## src/rtl/ioff_scan_ctrl_if.sv

```systemverilog
// Host and scan-chain signal bundle for ioff_scan_ctrl.
// The master side is the host plus the chain's SO; the slave side is the controller.
interface ioff_scan_ctrl_if #(
    parameter int CHAIN_LEN = 32
);
    logic                 start;
    logic                 cap_en;
    logic                 mode_sel_in;
    logic [CHAIN_LEN-1:0] wdata;
    logic                 scan_so;
    logic                 scan_si;
    logic                 scan_se;
    logic                 mode_sel;
    logic                 busy;
    logic                 done;
    logic [CHAIN_LEN-1:0] rdata;

    modport master (
        output start, cap_en, mode_sel_in, wdata, scan_so,
        input  scan_si, scan_se, mode_sel, busy, done, rdata
    );

    modport slave (
        input  start, cap_en, mode_sel_in, wdata, scan_so,
        output scan_si, scan_se, mode_sel, busy, done, rdata
    );
endinterface

```

## src/rtl/ioff_scan_ctrl.sv

```systemverilog
// Scan-chain controller for a chain of IO flip-flops: an optional functional capture,
// then a LSB-first shift of the load word while the old chain contents are read back.
module ioff_scan_ctrl #(
    parameter int CHAIN_LEN = 32,
    parameter int CNT_W     = 6
) (
    input  logic             CK,
    input  logic             global_reset,
    ioff_scan_ctrl_if.slave  bus
);
    typedef enum logic [1:0] {IDLE, CAPTURE, SHIFT, DONE} state_t;

    localparam logic [CNT_W-1:0] LAST = CNT_W'(CHAIN_LEN - 1);

    state_t               state;
    logic [CNT_W-1:0]     cnt;
    logic [CHAIN_LEN-1:0] shreg;

    // Outputs are set on the same edge as the state change that they belong to,
    // so scan_si/scan_se line up with the cycle the chain sees them in.
    always_ff @(posedge CK or posedge global_reset) begin
        if (global_reset) begin
            state        <= IDLE;
            cnt          <= '0;
            shreg        <= '0;
            bus.scan_si  <= 1'b0;
            bus.scan_se  <= 1'b0;
            bus.mode_sel <= 1'b0;
            bus.busy     <= 1'b0;
            bus.done     <= 1'b0;
            bus.rdata    <= '0;
        end else begin
            bus.done <= 1'b0;
            case (state)
                IDLE: begin
                    if (bus.start) begin
                        bus.mode_sel <= bus.mode_sel_in;
                        bus.busy     <= 1'b1;
                        cnt          <= '0;
                        if (bus.cap_en) begin
                            state <= CAPTURE;
                            shreg <= bus.wdata;
                        end else begin
                            state       <= SHIFT;
                            bus.scan_se <= 1'b1;
                            bus.scan_si <= bus.wdata[0];
                            shreg       <= bus.wdata >> 1;
                        end
                    end
                end
                CAPTURE: begin
                    state       <= SHIFT;
                    cnt         <= '0;
                    bus.scan_se <= 1'b1;
                    bus.scan_si <= shreg[0];
                    shreg       <= shreg >> 1;
                end
                SHIFT: begin
                    // First bit out of the chain lands in rdata[0] after the last shift.
                    bus.rdata <= {bus.scan_so, bus.rdata[CHAIN_LEN-1:1]};
                    if (cnt == LAST) begin
                        state       <= DONE;
                        bus.scan_se <= 1'b0;
                        bus.scan_si <= 1'b0;
                        bus.busy    <= 1'b0;
                        bus.done    <= 1'b1;
                    end else begin
                        cnt         <= cnt + 1'b1;
                        bus.scan_si <= shreg[0];
                        shreg       <= shreg >> 1;
                    end
                end
                DONE: begin
                    state <= IDLE;
                end
                default: begin
                    state <= IDLE;
                end
            endcase
        end
    end
endmodule

```

## src/flat_wrapper.sv

```systemverilog
// flat-port wrapper written by rule: the top's interface ports become plain ports
module ioff_scan_ctrl_flat 
#(
    parameter int CHAIN_LEN = 32,
    parameter int CNT_W     = 6
)
  (CK, global_reset, bus_start, bus_cap_en, bus_mode_sel_in, bus_wdata, bus_scan_so, bus_scan_si, bus_scan_se, bus_mode_sel, bus_busy, bus_done, bus_rdata);
  ioff_scan_ctrl_if #(.CHAIN_LEN(CHAIN_LEN)) bus_i ();
  input  logic CK;
  input  logic global_reset;
  input wire logic [$bits(bus_i.start)-1:0] bus_start;
  input wire logic [$bits(bus_i.cap_en)-1:0] bus_cap_en;
  input wire logic [$bits(bus_i.mode_sel_in)-1:0] bus_mode_sel_in;
  input wire logic [$bits(bus_i.wdata)-1:0] bus_wdata;
  input wire logic [$bits(bus_i.scan_so)-1:0] bus_scan_so;
  output wire logic [$bits(bus_i.scan_si)-1:0] bus_scan_si;
  output wire logic [$bits(bus_i.scan_se)-1:0] bus_scan_se;
  output wire logic [$bits(bus_i.mode_sel)-1:0] bus_mode_sel;
  output wire logic [$bits(bus_i.busy)-1:0] bus_busy;
  output wire logic [$bits(bus_i.done)-1:0] bus_done;
  output wire logic [$bits(bus_i.rdata)-1:0] bus_rdata;
  assign bus_i.start = bus_start;
  assign bus_i.cap_en = bus_cap_en;
  assign bus_i.mode_sel_in = bus_mode_sel_in;
  assign bus_i.wdata = bus_wdata;
  assign bus_i.scan_so = bus_scan_so;
  assign bus_scan_si = bus_i.scan_si;
  assign bus_scan_se = bus_i.scan_se;
  assign bus_mode_sel = bus_i.mode_sel;
  assign bus_busy = bus_i.busy;
  assign bus_done = bus_i.done;
  assign bus_rdata = bus_i.rdata;
  ioff_scan_ctrl #(.CHAIN_LEN(CHAIN_LEN), .CNT_W(CNT_W)) u_core (.CK(CK), .global_reset(global_reset), .bus(bus_i));
endmodule
```

## config.mk

```make
export PLATFORM = sky130hd
export DESIGN_NAME = ioff_scan_ctrl_flat
export DESIGN_NICKNAME = d
export VERILOG_FILES = /design/src/rtl/ioff_scan_ctrl_if.sv /design/src/rtl/ioff_scan_ctrl.sv /design/src/flat_wrapper.sv
export SDC_FILE = /design/constraint.sdc
export NUM_CORES = 1
export LEC_CHECK = 0
export CAP_MARGIN = 20
export CORE_AREA = 2 2 90 92
export CTS_BUF_LIST = sky130_fd_sc_hd__clkbuf_8
export CTS_CLUSTER_DIAMETER = 120
export DETAILED_ROUTE_END_ITERATION = 8
export DIE_AREA = 0 0 92 94
export HOLD_SLACK_MARGIN = 0.1
export PLACE_DENSITY = 0.84
export SLEW_MARGIN = 10
export SYNTH_ARGS = -nofsm -noshare
export SYNTH_HDL_FRONTEND = slang
export SYNTH_SLANG_ARGS = --single-unit
```

## constraint.sdc

```tcl
create_clock -name CK -period 4.5 [get_ports CK]
set_clock_uncertainty 0.1 [all_clocks]
set_input_delay 0.9 -clock CK [delete_from_list [all_inputs] [get_ports CK]]
set_output_delay 0.9 -clock CK [all_outputs]
set_load 0.03 [all_outputs]
```

==> results of run 1 <==
through the flow:
step / utilization, % / power [mW] / setup slack (ns)
global placement: 59.1 / 2.71 / 1.69
floorplan: - / 2.36 / 1.53
detailed placement: 59.1 / 2.78 / 1.60
finish: 62.1 / 3.33 / 1.96
CTS: 62.1 / 3.36 / 1.99
global route: 62.1 / 3.57 / 1.81
power by group:
group          total, mW  internal (mW)  switching, mW
combinational       1.61          0.672          0.943
sequential          1.14          0.970          0.171
clock              0.570          0.326          0.244
cells in the final DEF (no fill, tap or decap), drive strengths merged, types with 2 or more instances in the layout:
master and instances:
dfrtp 77, clkdlybuf4s50 73, o21ai 41, nand2 40, a21oi 37, mux2 34
nor2 34, mux2i 32, inv 11, clkbuf 10, ha 6, buf 4
nand3 3, nand4 3, nand2b 3, nor2b 2, a41oi 2, clkinvlp 2
bufinv 2, o221ai 2
flip-flops by register name, summed over array words and instances (netlist names):
signal / cells
u_core.bus.busy: 1
u_core.bus.done: 1
u_core.bus.mode_sel: 1
u_core.bus.rdata: 32
u_core.bus.scan_se: 1
u_core.bus.scan_si: 1
u_core.cnt: 6
u_core.shreg: 32
u_core.state: 2
cells by family after synthesis:
| group | count (synthesis) | synth area share (%) |
|---|---|---|
| fa+ha+maj | 6 | 2.01 |
| mux | 66 | 18.8 |
| simple gates | 87 | 9.83 |
| flops | 77 | 51.5 |
| compound gates | 89 | 13.1 |
| buf+inv | 33 | 4.81 |
cell type report:
type | instances | share of cell area (%)
Inverter | 10 | 0.794
Sequential cell | 77 | 40.8
Timing Repair Buffer | 77 | 16.0
Clock buffer | 10 | 2.91
Multi-Input combinational cell | 248 | 34.9
Clock inverter | 6 | 1.85
Tap cell | 102 | 2.70
final timing paths:
path | slack (ns) | cells past startpoint | from | to
max in group asynchronous | 2.43 | 3 | global_reset | u_core.state[1]
setup / recovery | 1.96 | 4 | bus_start | u_core.shreg[12]
hold reg to reg | 0.39 | 2 | u_core.shreg[25] | u_core.shreg[25]
setup reg to reg | 2.12 | 5 | u_core.cnt[0] | u_core.shreg[12]
hold / removal | 0.39 | 2 | u_core.shreg[25] | u_core.shreg[25]
min in group asynchronous | 0.87 | 2 | global_reset | u_core.bus.rdata[27]
metal layers:
metal / vias up / wire, um / GRT usage (%)
li1: 1378 / - / -
met1: 1285 / 3210 / 23.3
met2: 59 / 3750 / 30.1
met3: 15 / 290 / 5.06
met4: 0 / 115 / 5.72
met5: - / 0 / 0
critical path: stages:
cell and delay, ns:
clkdlybuf4s50_1 0.53, o221ai_4 0.63, buf_4 0.42, o21ai_0 0.16
==> summary.txt, run 1 <==
Outcome
  • Outcome: finished, final reports clean

Final layout
  • Multi-input gate area: 0.00165 sq mm
  • Register area: 0.00193 sq mm
  • Area grow syn2layout: 26.2%
  • Share of cells above drive strength 1: 13.8%
  • Number of fill cells in the layout: 634
  • Cell area after layout: 0.00472 sq mm
  • Cell Count, Final, Fillers Out: 530
  • # diodes: 0
  • Fin nets: 467

Floorplanning
  • Die span in x: 92 um
  • Die Ht: 94 um
  • Starting Density: 49.2%
  • Die area: 0.00865 sq mm
  • IO Count: 75
  • Cell Rows: 32
  • Core ar.: 0.00761 sq mm

Power and ir drop
  • Peak VDD IR: 0.418 mV
  • Pwr Density: 704 mW/mm^2
  • Static leakage: 2.11 nW

Clocking
  • Clk sink count: 77
  • CTS hold repair buffers: 0
  • CTS H-tree depth: 3
  • Clk_lat worst skew: 0.34 ns
  • CTS Buf Count: 9
  • Root buffer cell: clkbuf_8
  • TritonCTS clock tree: done
  • Clock Path Buffers: 2
  • Cts repair resizes: 0
  • Clock Pin Slew Worst Setup and Hold Paths: 0.08 ns
  • Post-CTS setup buffers: 0

Worst setup path
  • Crit. End Element: flop
  • Critical path class: in -> reg
  • Startpoint types: input port
  • Maximum fanout along the worst path: 37
  • Worst EP arrival: 2.65 ns
  • Req. time, crit path: 4.61 ns

GRT
  • Total congestion overflow: 0
  • Gr usage total: 18.2%
  • Largest net degree at the start of global routing: 67
  • Initial antenna violation count: 0
  • Vias in the first global route: 2728
  • First-pass GRT wire length: 12.4 mm

Drt
  • ANT nets after route: 0
  • Number of remaining DRC errors: 0
  • Initial drt markers: 136
  • Drt total wl: 7.36 mm
  • Router iterations before antenna repair: 4
  • Via count: 2737
  • Routed len/inst: 13.9 um
  • Vias per cell: 5.16

Worst hold path
  • Min-Delay Path Class: reg -> reg

Synthesis
  • Ys Warns: 0
  • Synth Area per Inst: 10.5 sq um
  • Yosys reg bits: 77
  • Syn Std Cell Area: 0.00374 sq mm
  • Count leader, synth: dfrtp_1
  • Synth async-reset ratio: 100%
  • Share of the synthesized area in the top cell type: 51.5%
  • Top cells by area, synth: dfrtp_1, mux2_2, mux2i_1
  • Sequential fraction of the synthesis area: 51.5%
  • Top cell types by occurrence after synthesis: dfrtp_1, nand2_1, a21oi_1
  • Yosys top cell by area: dfrtp_1
  • Top_reg_cell synth: dfrtp_1
  • Library cells used by synthesis: 34
  • Cell count after synthesis: 358
  • Synthesized net count: 402
  • Number of synthesized flops with an enable pin: 0

Timing
  • Max_slew headroom: 29.8%
  • Final hold slack: 0.388 ns
  • Max Freq: 393 MHz
  • Tmin final: 2.54 ns
  • Pins over their slew limit: 0
  • Period utilisation layout: 56.5%
  • Setup Viol. Count Final: 0
  • Setup TNS Final: 0 ns
  • RSZ-0062 raised after global routing: no
  • Worst Max-Slew Pin Slew: 1.05 ns
  • Final Hold Violating Endpoints: 0

Placement
  • Dpl hpwl: 5.17 mm
  • Placer Congestion: 0.818
  • IO buf count: 74
  • Placed cell count: 514
  • Placement Cell Area: 0.00450 sq mm

Flow run
  • Max Cap Viol: 0
No activity file was read; power rests on OpenSTA's default activity.
==> run 2, diff against run 1 <==
CORE_AREA = 2 2 92 94   (was 2 2 90 92)
DIE_AREA = 0 0 94 96   (was 0 0 92 94)
clock period = 2.1 ns   (was 4.5 ns; I/O delays follow)
==> run 2 against run 1 <==
  * Sequential cell count stayed put
  * Die area is 4.3% higher
  * Register-to-register slack worse by 1.9 ns
  * Cell count is 1.1% higher
  * Sequential power is 110% higher
  * Largest power group unchanged
==> summary.txt, run 2 (same netlist as run 1, synthesis figures left out) <==
Final layout
  • # diodes: 0
  • Area grow syn2layout: 28.2%
  • Regs by FF count: u_core.bus.rdata x32, u_core.shreg x32, u_core.cnt x6
  • Commonest non-fill, non-tap cell in the layout: dfrtp_1
  • Cell area after layout: 0.00480 sq mm
  • Post-layout util: 59.6%
  • Cell Count, Final, Fillers Out: 536
  • Commonest non-fill, non-tap cells in the layout: dfrtp_1, clkdlybuf4s50_1, nand2_1
  • Fin nets: 470
  • Share of cells above drive strength 1: 14.2%

Placement
  • IO buf count: 74
  • Post-Place Worst Slack: 0.0649 ns
  • Dpl hpwl: 5.22 mm
  • Placement Cell Area: 0.00459 sq mm
  • Placer Congestion: 0.828
  • Placed cell count: 520

Timing
  • Setup Viol. Count Final: 0
  • Final hold slack: 0.387 ns
  • Max Freq: 519 MHz
  • Worst Max-Slew Pin Slew: 0.408 ns
  • Final Hold Violating Endpoints: 0
  • RSZ-0062 raised after global routing: no
  • Max_slew headroom: 72.7%
  • Pins over their slew limit: 0
  • Final WS setup: 0.172 ns
  • Setup TNS Final: 0 ns
  • Tmin final: 1.93 ns
  • Period utilisation layout: 91.8%

Clocking
  • Post-CTS setup buffers: 0
  • CTS Buf Count: 9
  • Cts repair resizes: 0
  • CTS hold repair buffers: 0
  • Clk sink count: 77
  • CTS H-tree depth: 3
  • TritonCTS clock tree: done
  • Clk_lat worst skew: 0.33 ns
  • Clock Path Buffers: 2
  • Root buffer cell: clkbuf_8
  • Clock Pin Slew Worst Setup and Hold Paths: 0.08 ns

Drt
  • Drt total wl: 7.30 mm
  • Router iterations before antenna repair: 4
  • Routed len/inst: 13.6 um
  • Number of remaining DRC errors: 0
  • ANT nets after route: 0
  • Vias per cell: 5.22
  • Initial drt markers: 120
  • Via count: 2797

Power and ir drop
  • Seq pwr share: 33.9%
  • Switch Pwr: 2.89 mW
  • Post-layout power: 7.20 mW
  • Switching share of power: 40.1%
  • Static leakage: 2.15 nW
  • Clock group share of total power: 16.1%
  • Pwr Density: 1500 mW/mm^2
  • Peak VDD IR: 0.637 mV
  • Logic pwr share: 50.0%
  • P_int: 4.31 mW

Worst setup path
  • Req. time, crit path: 1.58 ns
  • Max incr delay on CP: 0.70 ns
  • Critical path's top delay family: buffers and inverters
  • Crit path launch: u_core.bus.rdata[24]
  • Startpoint types: flop
  • Crit. End Element: output pin
  • CP Cell Sequence: clkdlybuf4s50_1
  • Critical path class: reg -> out
  • Reg2reg start: u_core.cnt[0]
  • Critical path buffers and inverters: 1
  • Slowest-stage cell, CP: clkdlybuf4s50_1
  • Worst EP arrival: 1.41 ns
  • FF-to-FF setup slack: 0.20 ns
  • Maximum fanout along the worst path: 3

Floorplanning
  • Cell Rows: 33
  • IO Count: 75
  • Die Ht: 96 um
  • Core ar.: 0.00805 sq mm
  • Die span in x: 94 um
  • Starting Density: 46.5%
  • Die area: 0.00902 sq mm

Worst hold path
  • Min-Delay Path Class: reg -> reg
  • Critical hold path startpoint: u_core.shreg[13]

GRT
  • Vias in the first global route: 2525
  • Gr usage total: 17.4%
  • Largest net degree at the start of global routing: 78
  • Total congestion overflow: 0
  • Initial antenna violation count: 0
  • First-pass GRT wire length: 12.3 mm

Flow run
  • Max Cap Viol: 0

Outcome
  • Outcome: finished, final reports clean
==> run 2: cell type report <==
type	instances	area [sq um]
clock buffer	9	124
tap	105	131
multi-input combinational	248	1650
sequential	77	1930
clock inverter	7	82.6
timing repair buffer	80	843
inverter	10	41.3
fill	646	3250
==> run 2: power by group through the flow <==
| stage | Sequential [mW] | Combinational, mW | Clock [mW] |
|---|---|---|---|
| 2_1_floorplan | 2.84 | 2.21 | 0 |
| 3_3_place_gp | 2.43 | 3.52 | 0 |
| 3_5_place_dp | 2.46 | 3.65 | 0 |
| 4_1_cts | 2.44 | 3.64 | 1.19 |
| 5_1_grt | 2.51 | 4.02 | 1.25 |
| 6_report | 2.44 | 3.60 | 1.16 |
==> run 2: final timing paths <==
| check | depth (start not counted) | end |
|---|---|---|
| max | 1 | bus_rdata[24] |
| min | 2 | u_core.shreg[13] |
| max reg2reg | 5 | u_core.shreg[21] |
| min reg2reg | 2 | u_core.shreg[13] |
| max in group asynchronous | 3 | u_core.shreg[21] |
| min in group asynchronous | 3 | u_core.bus.rdata[25] |
==> run 2: worst register-to-register path: stages, from the launching register on <==
cell      delay (ns)
dfrtp_1         0.45
ha_1            0.28
nand4_2         0.22
o221ai_4        0.30
buf_12          0.27
o21ai_0         0.15
==> run 2: layer usage <==
| layer | GRT usage [%] | share of wire, % |
|---|---|---|
| met5 | 0 | 0 |
| met4 | 6.64 | 1.6 |
| met3 | 2.58 | 2.1 |
| met2 | 29.9 | 54 |
| met1 | 22.3 | 42 |
